### src/rtl/instr_seq_mem.sv
// Writable instruction sequencer: holds DEPTH frames and streams the first prog_len of them
// to the ALU stage over valid/ready, with optional looping, abort, and an idle-time load port.
module instr_seq_mem #(
    parameter int DATA_W = 4,
    parameter int OP_W   = 4,
    parameter int DEPTH  = 8,
    parameter int ADDR_W = 3,
    localparam int FRAME_W = 2 * DATA_W + 1 + OP_W
) (
    input  logic               clk,
    input  logic               rst,
    input  logic               wr_en,
    input  logic [ADDR_W-1:0]  wr_addr,
    input  logic [FRAME_W-1:0] wr_data,
    input  logic               start,
    input  logic               stop,
    input  logic [ADDR_W:0]    prog_len,
    input  logic               loop_en,
    output logic               frame_valid,
    input  logic               frame_ready,
    output logic [FRAME_W-1:0] data_frame,
    output logic [ADDR_W-1:0]  pc,
    output logic               busy,
    output logic               done,
    output logic [1:0]         dbg_state
);

    // Handshake: a frame transfers on every rising edge where frame_valid and frame_ready are
    // both high; while frame_valid is high, data_frame and pc hold until that transfer.
    localparam logic [1:0] IDLE    = 2'd0;
    localparam logic [1:0] FETCH   = 2'd1;
    localparam logic [1:0] PRESENT = 2'd2;
    localparam logic [1:0] DONE    = 2'd3;

    localparam logic [ADDR_W:0]   DEPTH_L = (ADDR_W + 1)'(DEPTH);
    localparam logic [ADDR_W:0]   LEN_ONE = (ADDR_W + 1)'(1);
    localparam logic [ADDR_W-1:0] PC_ONE  = ADDR_W'(1);

    logic [FRAME_W-1:0] mem [DEPTH];
    logic [1:0]         state;
    logic [ADDR_W:0]    len;
    logic               loop_q;
    logic               idle_like;
    logic               last;

    assign idle_like = (state == IDLE) || (state == DONE);
    assign last      = ({1'b0, pc} + LEN_ONE) == len;

    assign frame_valid = (state == PRESENT);
    assign busy        = (state == FETCH) || (state == PRESENT);
    assign done        = (state == DONE);
    assign dbg_state   = state;

    // Loading is locked out while a program runs so the stream never sees a torn update.
    always_ff @(posedge clk) begin
        if (wr_en && idle_like) begin
            mem[wr_addr] <= wr_data;
        end
    end

    always_ff @(posedge clk) begin
        if (rst) begin
            state      <= IDLE;
            pc         <= '0;
            len        <= '0;
            loop_q     <= 1'b0;
            data_frame <= '0;
        end else begin
            case (state)
                IDLE, DONE: begin
                    if (start) begin
                        len    <= (prog_len > DEPTH_L) ? DEPTH_L : prog_len;
                        loop_q <= loop_en;
                        pc     <= '0;
                        state  <= (prog_len == '0) ? DONE : FETCH;
                    end else begin
                        state <= IDLE;
                    end
                end
                FETCH: begin
                    if (stop) begin
                        state <= IDLE;
                        pc    <= '0;
                    end else begin
                        data_frame <= mem[pc];
                        state      <= PRESENT;
                    end
                end
                PRESENT: begin
                    // stop wins over a same-cycle handshake; the frame still counts as taken.
                    if (stop) begin
                        state <= IDLE;
                        pc    <= '0;
                    end else if (frame_ready) begin
                        if (!last) begin
                            pc    <= pc + PC_ONE;
                            state <= FETCH;
                        end else if (loop_q) begin
                            pc    <= '0;
                            state <= FETCH;
                        end else begin
                            state <= DONE;
                        end
                    end
                end
                default: state <= IDLE;
            endcase
        end
    end

endmodule

### config.mk
export PLATFORM = sky130hd
export DESIGN_NAME = instr_seq_mem
export DESIGN_NICKNAME = d
export VERILOG_FILES = /design/src/rtl/instr_seq_mem.sv
export SDC_FILE = /design/constraint.sdc
export NUM_CORES = 1
export LEC_CHECK = 0
export CORE_MARGIN = 2
export CORE_UTILIZATION = 45
export DETAILED_ROUTE_END_ITERATION = 6
export GPL_TIMING_DRIVEN = 0
export MAX_ROUTING_LAYER = met4
export PLACE_DENSITY = 0.73
export SETUP_SLACK_MARGIN = 0.5
export SLEW_MARGIN = 20
export SYNTH_ARGS = -nofsm -noshare
export SYNTH_HDL_FRONTEND = slang
export SYNTH_SLANG_ARGS = --single-unit
### constraint.sdc
create_clock -name clk -period 2.6 [get_ports clk]
set_clock_uncertainty 0.1 [all_clocks]
set_input_delay 0.26 -clock clk [delete_from_list [all_inputs] [get_ports clk]]
set_output_delay 0.26 -clock clk [all_outputs]
set_load 0.01 [all_outputs]
==> metrics.md, run 1 <==
| Metric | Value |
|---|---|
| Launch instance of the worst min-delay path | `loop_en` |
| Compound-cell area share of the yosys netlist | `0.0494` |
| Place WS | `between 0.03 and 0.04 ns` |
| Multiplexer share of the synthesized area | `0.146` |
| # DRC | `0` |
| Detail-routed via count per cell | `5.51` |
| Buffer levels on the longest clock path | `2` |
| Register-to-register path setup slack | `between 0.5 and 0.6 ns` |
| Clk sink count | `127` |
| Worst R2R End | `pc[2]` |
| Main combinational cell family by area after synthesis | `multiplexers` |
| Synthesized Nets | `approximately 310` |
| Most frequent cells after synthesis | `edfxtp_1, mux4_2, nor2_1, dfxtp_1` |
| Proportion of total power due to net switching | `0.197` |
| Worst r2r path cells | `6` |
| WP data required | `slightly below 3 ns` |
| Overflow after GRT | `0` |
| Leakage power | `around 2.1 nW` |
| Result of the run | `complete, no violations` |
| Max Transition Viols Final | `0` |
| Post-synthesis sequential area ratio | `0.719` |
| Synthesized-area fraction occupied by and/or/nand/nor cells | `0.0514` |
| Mean area per synthesized cell | `roughly 18 sq um` |
| Count of TritonRoute iterations in the first routing pass | `4` |
| Relative slew margins | `0.649` |
| Clock insertion delay at the later pin of the skew report | `about 0.52 ns` |
| Number of endpoints failing setup at the final stage | `0` |
| Count of vias placed by the detailed router | `about 2800` |
| GRT Util Overall | `0.197` |
| Kind of critical path | `flip-flop to flip-flop` |
| Highest Clock Rate | `just under 0.5 GHz` |
| Post-route antenna net violation count | `0` |
| Flop pwr share | `0.466` |
| Buffer cell driving the clock tree root | `clkbuf_8` |
| Tightest Hold Check Type | `primary input to flip-flop` |
| Post-CTS clock slew at the launch and capture registers of the worst setup and hold paths | `approximately 0.060 ns` |
| Count of nets after finishing | `around 380` |
| Routed length per placed instance | `about 20 um` |
| Number of hold buffers added after cts | `0` |
| Input/output buffers | `47` |
| First-pass GRT wire length | `about 16 mm` |
| Final critical path time including I/O delays and setup | `just over 2 ns` |
| Gate power share | `0.048` |
| Area of the core | `10800 sq um` |
| Predominant post-synthesis flop cell | `edfxtp_1` |
| Routability congestion estimate | `approximately 0.81` |
| Power Internal | `0.00390 W` |
| Switching power summed over all nets | `0.000956 W` |
| Starting density of the core | `0.460` |
| TritonCTS clock tree | `built` |
| Height of the chip | `about 110 um` |
| Unique masters post-synth | `37` |
| Antenna fix cells | `0` |
| Final number of hold-violating endpoints | `0` |
| Initial antenna violation count | `0` |
| Area contributors post-synth | `edfxtp_1, mux4_2, dfxtp_1` |
| Category of the worst setup path launch point | `flip-flop` |
| Area occupied by multi-input gates | `about 1400 sq um` |
| Filler cell count in the final layout | `815` |
| Launch instance of the worst register-to-register path | `pc[0]` |
| Detailed router's first-iteration violation count | `283` |
| H-tree levels | `4` |
| Critical path origin | `pc[0]` |
| Ys Warns | `0` |
| Biggest area consumer among synthesized cells | `edfxtp_1` |
| Number of enable-type register cells in the synthesized netlist | `104` |
| Max cap viols | `0` |
| Standard-cell rows | `38` |
| Setup repair after global routing missed its margin | `false` |
| Wire length reported by the detailed router | `between 10 and 15 mm` |
| Area growth, synth to finish | `29.8%` |
| Total power per unit cell area | `roughly 750 nW/um^2` |
| # IOs | `48` |
| Post-synth top area share | `0.626` |
| Maximum number of pins on one net before global-route repair | `17` |
| Detail Placement HPWL | `~6.1 mm` |
| Number of clock buffers inserted by TritonCTS | `17` |
| Share of post-route cells with drive strength above 1 | `0.263` |
| Count leader, synth | `edfxtp_1` |
| Final worst path period share | `0.780` |
| Placed cell areas | `~5700 sq um` |
| Total power draw | `roughly 0.0049 W` |
| Worst Tran Pin Value | `0.527 ns` |
| Post-layout worst setup margin | `approximately 0.57 ns` |
| Endpoint arrival time on the critical path | `2.33 ns` |
| Register bit total from synthesis | `127` |
| Critical path peak fanout | `5` |
| Category of the worst setup path capture point | `flip-flop` |
| Worst setup path endpoint | `pc[2]` |
| Chip width | `109 um` |
| Relative contribution of the clock network to total power | `0.485` |
| Die area | `11900 sq um` |
| Register cell area after layout | `3580 sq um` |
| Total standard cell area after synthesis | `4990 sq um` |
| Layout Cell Area excl Fill | `between 6000 and 7000 sq um` |
| Arithmetic-cell share of the synthesized area counting full adders, half adders and majority gates | `0.0100` |
| Vias in the first global route | `between 2000 and 3000` |
| Peak ir drop on the vdd network | `0.464 mV` |
| Xor and xnor fraction of the mapped netlist area | `0.00527` |
| Post-Syn Instances | `approximately 280` |
| Synth async-reset ratio | `0` |
==> stage by stage <==
step,cells,setup TNS (ns),hold WS [ns],util
2_1_floorplan,276,0,0.259,-
3_3_place_gp,463,-12.40,0.371,0.522
3_5_place_dp,463,0,0.380,0.525
4_1_cts,500,0,0.194,0.588
5_1_grt,505,0,0.238,0.597
6_report,505,0,0.221,0.597
==> worst min-delay path by stage <==
| stage | to | cells past startpoint |
|---|---|---|
| finish | loop_q | 3 |
| global placement | len[3] | 2 |
| detailed placement | len[3] | 2 |
| floorplan | mem[0][0] | 0 |
| CTS | loop_q | 3 |
| global route | loop_q | 3 |
==> critical path, stage by stage (launching register included) <==
cell     delay [ns]
dfxtp_1        0.36
ha_1           0.26
xor2_1         0.17
or3_4          0.36
a21oi_1        0.25
nor2_1         0.08
a221o_1        0.33
==> sequential cells by signal, summed over array words and instances, names as in the netlist <==
signal      flops
dbg_state       2
loop_q          1
mem           104
data_frame     13
pc              3
len             4
==> cells by family (layout without fill, tap and decap cells) <==
| kind of cell | count (synthesis) | count (layout) |
|---|---|---|
| xor+xnor | 3 | 3 |
| buf+inv | 18 | 107 |
| mux | 40 | 40 |
| fa+ha+maj | 4 | 4 |
| flops | 127 | 127 |
| compound gates | 31 | 31 |
| simple gates | 53 | 53 |
==> per-layer routing <==
layer / routed length, um / vias to the layer above / track usage
li1: - / 1267 / -
met1: 4470 / 1401 / 0.239
met2: 4980 / 96 / 0.302
met3: 604 / 19 / 0.0580
met4: 253 / 0 / 0.0976
met5: 0 / - / -
==> what timing repair did <==
| action | 4_1_cts | 5_1_grt |
|---|---|---|
| cloned | 0 | 0 |
| endpoints found under the hold margin | 0 | 0 |
| setup endpoints to repair | 118 | 67 |
| pin swaps | 2 | 5 |
| gates resized for setup | 11 | 12 |
| setup buffers | 5 | 5 |
==> power groups by stage <==
stage          logic [W]  clock network [W]  registers [W]
6_report        0.000234            0.00236        0.00227
5_1_grt         0.000254            0.00248        0.00227
4_1_cts         0.000225            0.00240        0.00227
3_5_place_dp    0.000215                  0        0.00231
3_3_place_gp    0.000202                  0        0.00231
2_1_floorplan  0.0000853                  0        0.00231
==> area by class of cell <==
type	count	area share
Multi-Input combinational cell	131	0.214
Sequential cell	127	0.554
Clock buffer	20	0.0657
Tap cell	140	0.0271
Clock inverter	12	0.0259
Timing Repair Buffer	57	0.0955
Buffer	14	0.0160
Inverter	4	0.00232
==> cell usage in the layout (no fill, tap or decap), types with 3 or more instances in the layout <==
cell	instances
clkdlybuf4s50_1	45
clkbuf_16	16
buf_12	6
clkbuf_2	6
clkbuf_1	5
a211oi_1	13
nor3b_1	3
dfxtp_1	22
nand2_1	7
nor2_4	4
buf_6	5
a21oi_1	8
nor2_1	20
edfxtp_1	104
bufinv_16	4
mux4_2	26
clkinv_2	4
nand3_1	3
buf_4	5
nor3_4	4
ha_1	4
mux2i_1	12
inv_1	3
Power figures use the tool's default switching activity.
==> run 2: changes to the inputs <==
==> constraint.sdc (replaced) <==
create_clock -name clk -period 1.72 [get_ports clk]
set_clock_uncertainty 0.1 [all_clocks]
set_input_delay 0.172 -clock clk [delete_from_list [all_inputs] [get_ports clk]]
set_output_delay 0.172 -clock clk [all_outputs]
set_load 0.01 [all_outputs]
==> run 2 against run 1 <==
Compared with the run above:
- the flow now finishes with violations (negative setup slack)
- first-iteration DRC count rose by 16%
- clock power up 38%
- utilization rose by 6.8 points
- power is 48% higher
- global-route usage is 1.2 points higher
- fmax rose by 3.4%
- worst setup slack worse by 0.81 ns
- design area grew 11%
- combinational power is 110% higher
- hold slack got worse by 0.055 ns
- largest power group is now sequential cells
==> metrics.md, run 2 (synthesis results as in run 1) <==
| Metric | Value |
|---|---|
| Count of TritonRoute iterations in the first routing pass | `5 (+1)` |
| Launch instance of the worst min-delay path | `loop_en` |
| Post-CTS clock slew at the launch and capture registers of the worst setup and hold paths | `0.06 ns (about the same)` |
| Die area | `11900 sq um (unchanged)` |
| Non-Filler Instances | `544 (+7.7%)` |
| GRT Util Overall | `0.208 (+0.0116)` |
| Filler cell count in the final layout | `727 (-11%)` |
| Max cap viols | `0 (unchanged)` |
| Worst R2R End | `dbg_state[1]` |
| Layout Cell Area excl Fill | `7220 sq um (+11%)` |
| Final critical path time including I/O delays and setup | `1.96 ns (-0.0673 ns)` |
| Peak ir drop on the vdd network | `0.665 mV (+43%)` |
| Launch instance of the worst register-to-register path | `pc[0]` |
| WHS Path Cells | `3 (unchanged)` |
| Violations in the final reports | `negative setup slack` |
| Initial antenna violation count | `0 (unchanged)` |
| Area occupied by multi-input gates | `1530 sq um (+11%)` |
| Relative slew margins | `0.612 (-0.0369)` |
| Critical path peak fanout | `4 (-1)` |
| Clk sink count | `127 (unchanged)` |
| Starting density of the core | `0.460 (unchanged)` |
| Commonest cells after routing, fill and taps aside | `edfxtp_1, buf_6, mux4_2, clkdlybuf4s50_1, nor2_1` |
| Sequence of cells on the critical path | `ha_4 -> xor2_2 -> or3_4 -> a2111oi_4 -> o21ai_2 -> a221oi_2` |
| Setup repair after global routing missed its margin | `true` |
| Wire length reported by the detailed router | `11.3 mm (+9.2%)` |
| Detail Placement HPWL | `6.14 mm (+0.89%)` |
| Max Transition Viols Final | `0 (unchanged)` |
| WP data required | `2.04 ns (-0.86 ns)` |
| Buffer levels on the longest clock path | `2 (unchanged)` |
| Final standard cell utilization of the core | `0.666 (+0.0683)` |
| Share of post-route cells with drive strength above 1 | `0.468 (+0.205)` |
| Number of buffer and inverter instances along the worst setup path | `0 (unchanged)` |
| Maximum number of pins on one net before global-route repair | `17 (unchanged)` |
| Clock insertion delay at the later pin of the skew report | `0.52 ns (about the same)` |
| Height of the chip | `109 um (unchanged)` |
| Routed length per placed instance | `20.7 um (+1.4%)` |
| Largest delay share family, worst path | `compound AO/OA/AOI/OAI gates` |
| Worst Tran Pin Value | `0.582 ns (+0.0553 ns)` |
| Total power per unit cell area | `995 nW/um^2 (+33%)` |
| # IOs | `48 (unchanged)` |
| Kind of critical path | `flip-flop to flip-flop` |
| Area growth, synth to finish | `44.7%` |
| Register-to-register path setup slack | `-0.24 ns (-0.81 ns)` |
| Buffer cell driving the clock tree root | `clkbuf_8` |
| Input/output buffers | `47 (unchanged)` |
| Overflow after GRT | `0 (unchanged)` |
| Placed cell areas | `5820 sq um (+2.3%)` |
| Post-layout worst setup margin | `-0.240 ns (-0.813 ns)` |
| Number of endpoints failing setup at the final stage | `31 (+31)` |
| Max stage delay on crit path | `0.39 ns (+0.03 ns)` |
| Placed insts | `463 (unchanged)` |
| Count of nets after finishing | `422 (+10%)` |
| Result of the run | `finished, violations left` |
| Area of the core | `10800 sq um (unchanged)` |
| H-tree levels | `4 (unchanged)` |
| Post-route antenna net violation count | `0 (unchanged)` |
| Register cell area after layout | `3610 sq um (+0.80%)` |
| Final number of hold-violating endpoints | `0 (unchanged)` |
| Number of clock buffers inserted by TritonCTS | `17 (unchanged)` |
| TritonCTS clock tree | `built` |
| Hold-critical path endpoint | `loop_q` |
| Tightest Hold Check Type | `primary input to flip-flop` |
| Register with the most flip-flops | `mem` |
| Largest registers | `mem x104, data_frame x13, len x4` |
| Number of hold buffers added after cts | `0 (unchanged)` |
| Endpoint arrival time on the critical path | `2.28 ns (-0.05 ns)` |
| First-pass GRT wire length | `16.8 mm (+6.3%)` |
| Routability congestion estimate | `0.768 (-5.2%)` |
| # DRC | `0 (unchanged)` |
| Worst r2r path cells | `6 (unchanged)` |
| Leakage power | `2.44 nW (+15%)` |
| Vias in the first global route | `2994 (+2.4%)` |
| Total power draw | `0.00718 W (+48%)` |
| Detailed router's first-iteration violation count | `328 (+16%)` |
| Chip width | `109 um (unchanged)` |
| Final worst path period share | `1.14 (+0.360)` |
| Highest Clock Rate | `0.510 GHz (+3.4%)` |
| Standard-cell rows | `38 (unchanged)` |
| Flip-flop count of the largest register, all copies and words added | `104 (unchanged)` |
| Category of the worst setup path launch point | `flip-flop` |
| Antenna fix cells | `0 (unchanged)` |
| Count of vias placed by the detailed router | `2993 (+7.5%)` |
| CP max stage cell | `a2111oi_4` |
| Category of the worst setup path capture point | `flip-flop` |
| Detail-routed via count per cell | `5.50 (-0.16%)` |
| Most common cell after layout, fill and taps aside | `edfxtp_1` |
run 2: through the flow:
step | TNS (ns) | hold slack (ns) | setup slack (ns)
2_1_floorplan | -4.15 | 0.171 | -0.100
3_3_place_gp | -49.05 | 0.385 | -0.560
3_5_place_dp | -52.15 | 0.393 | -0.584
4_1_cts | -1.87 | 0.123 | -0.203
5_1_grt | -5.62 | 0.155 | -0.326
6_report | -2.98 | 0.166 | -0.240
run 2: area by class of cell:
| class | count | area share |
|---|---|---|
| sequential | 127 | 0.501 |
| multi-input combinational | 132 | 0.212 |
| timing repair buffer | 95 | 0.161 |
| clock buffer | 19 | 0.0584 |
| tap | 140 | 0.0243 |
| buffer | 14 | 0.0236 |
| clock inverter | 13 | 0.0168 |
| inverter | 4 | 0.00312 |
run 2: power by group:
group	internal, W	switching, W	total [W]
logic	0.000257	0.000237	0.000494
registers	0.00340	0.0000331	0.00343
clock network	0.00203	0.00122	0.00325
total	0.00569	0.00149	0.00718
run 2: worst max path at each step:
stage	from	end	slack, ns	depth (start not counted)
6_report	pc[0]	dbg_state[1]	-0.24	6
5_1_grt	pc[0]	dbg_state[1]	-0.33	6
2_1_floorplan	dbg_state[0]	mem[2][0]	-0.1	5
3_5_place_dp	wr_addr[1]	mem[2][7]	-0.58	3
3_3_place_gp	wr_addr[2]	mem[1][3]	-0.56	3
4_1_cts	pc[0]	dbg_state[1]	-0.20	6
run 2: worst reg2reg max path, stage by stage, from the launching register on:
cell and delay [ns]:
dfxtp_4 0.37, ha_4 0.17, xor2_2 0.14, or3_4 0.36
a2111oi_4 0.39, o21ai_2 0.11, a221oi_2 0.23
run 2: repair_timing:
action                                  CTS  global route
endpoints found under the setup margin  148           148
gates cloned                              3             2
buffers inserted                         28            16
pin swaps                                19            14
resized for setup                       152            19
run 2: per-layer routing:
| metal | global-route usage | vias up | part of all wire |
|---|---|---|---|
| met1 | 0.262 | 1503 | 0.40 |
| met2 | 0.331 | 122 | 0.52 |
| met3 | 0.0478 | 21 | 0.060 |
| met4 | 0.0814 | 0 | 0.019 |
| met5 | - | - | 0 |
| li1 | - | 1347 | - |
==> run 3: changes to the inputs <==
--- a/config.mk
+++ b/config.mk
@@ -5,6 +5,7 @@
 export SDC_FILE = /design/constraint.sdc
 export NUM_CORES = 1
 export LEC_CHECK = 0
+export CAP_MARGIN = 25
 export CORE_MARGIN = 2
 export CORE_UTILIZATION = 45
 export DETAILED_ROUTE_END_ITERATION = 6
==> results of run 3 <==
Final layout, timing and power as in run 2 (identical DEF).
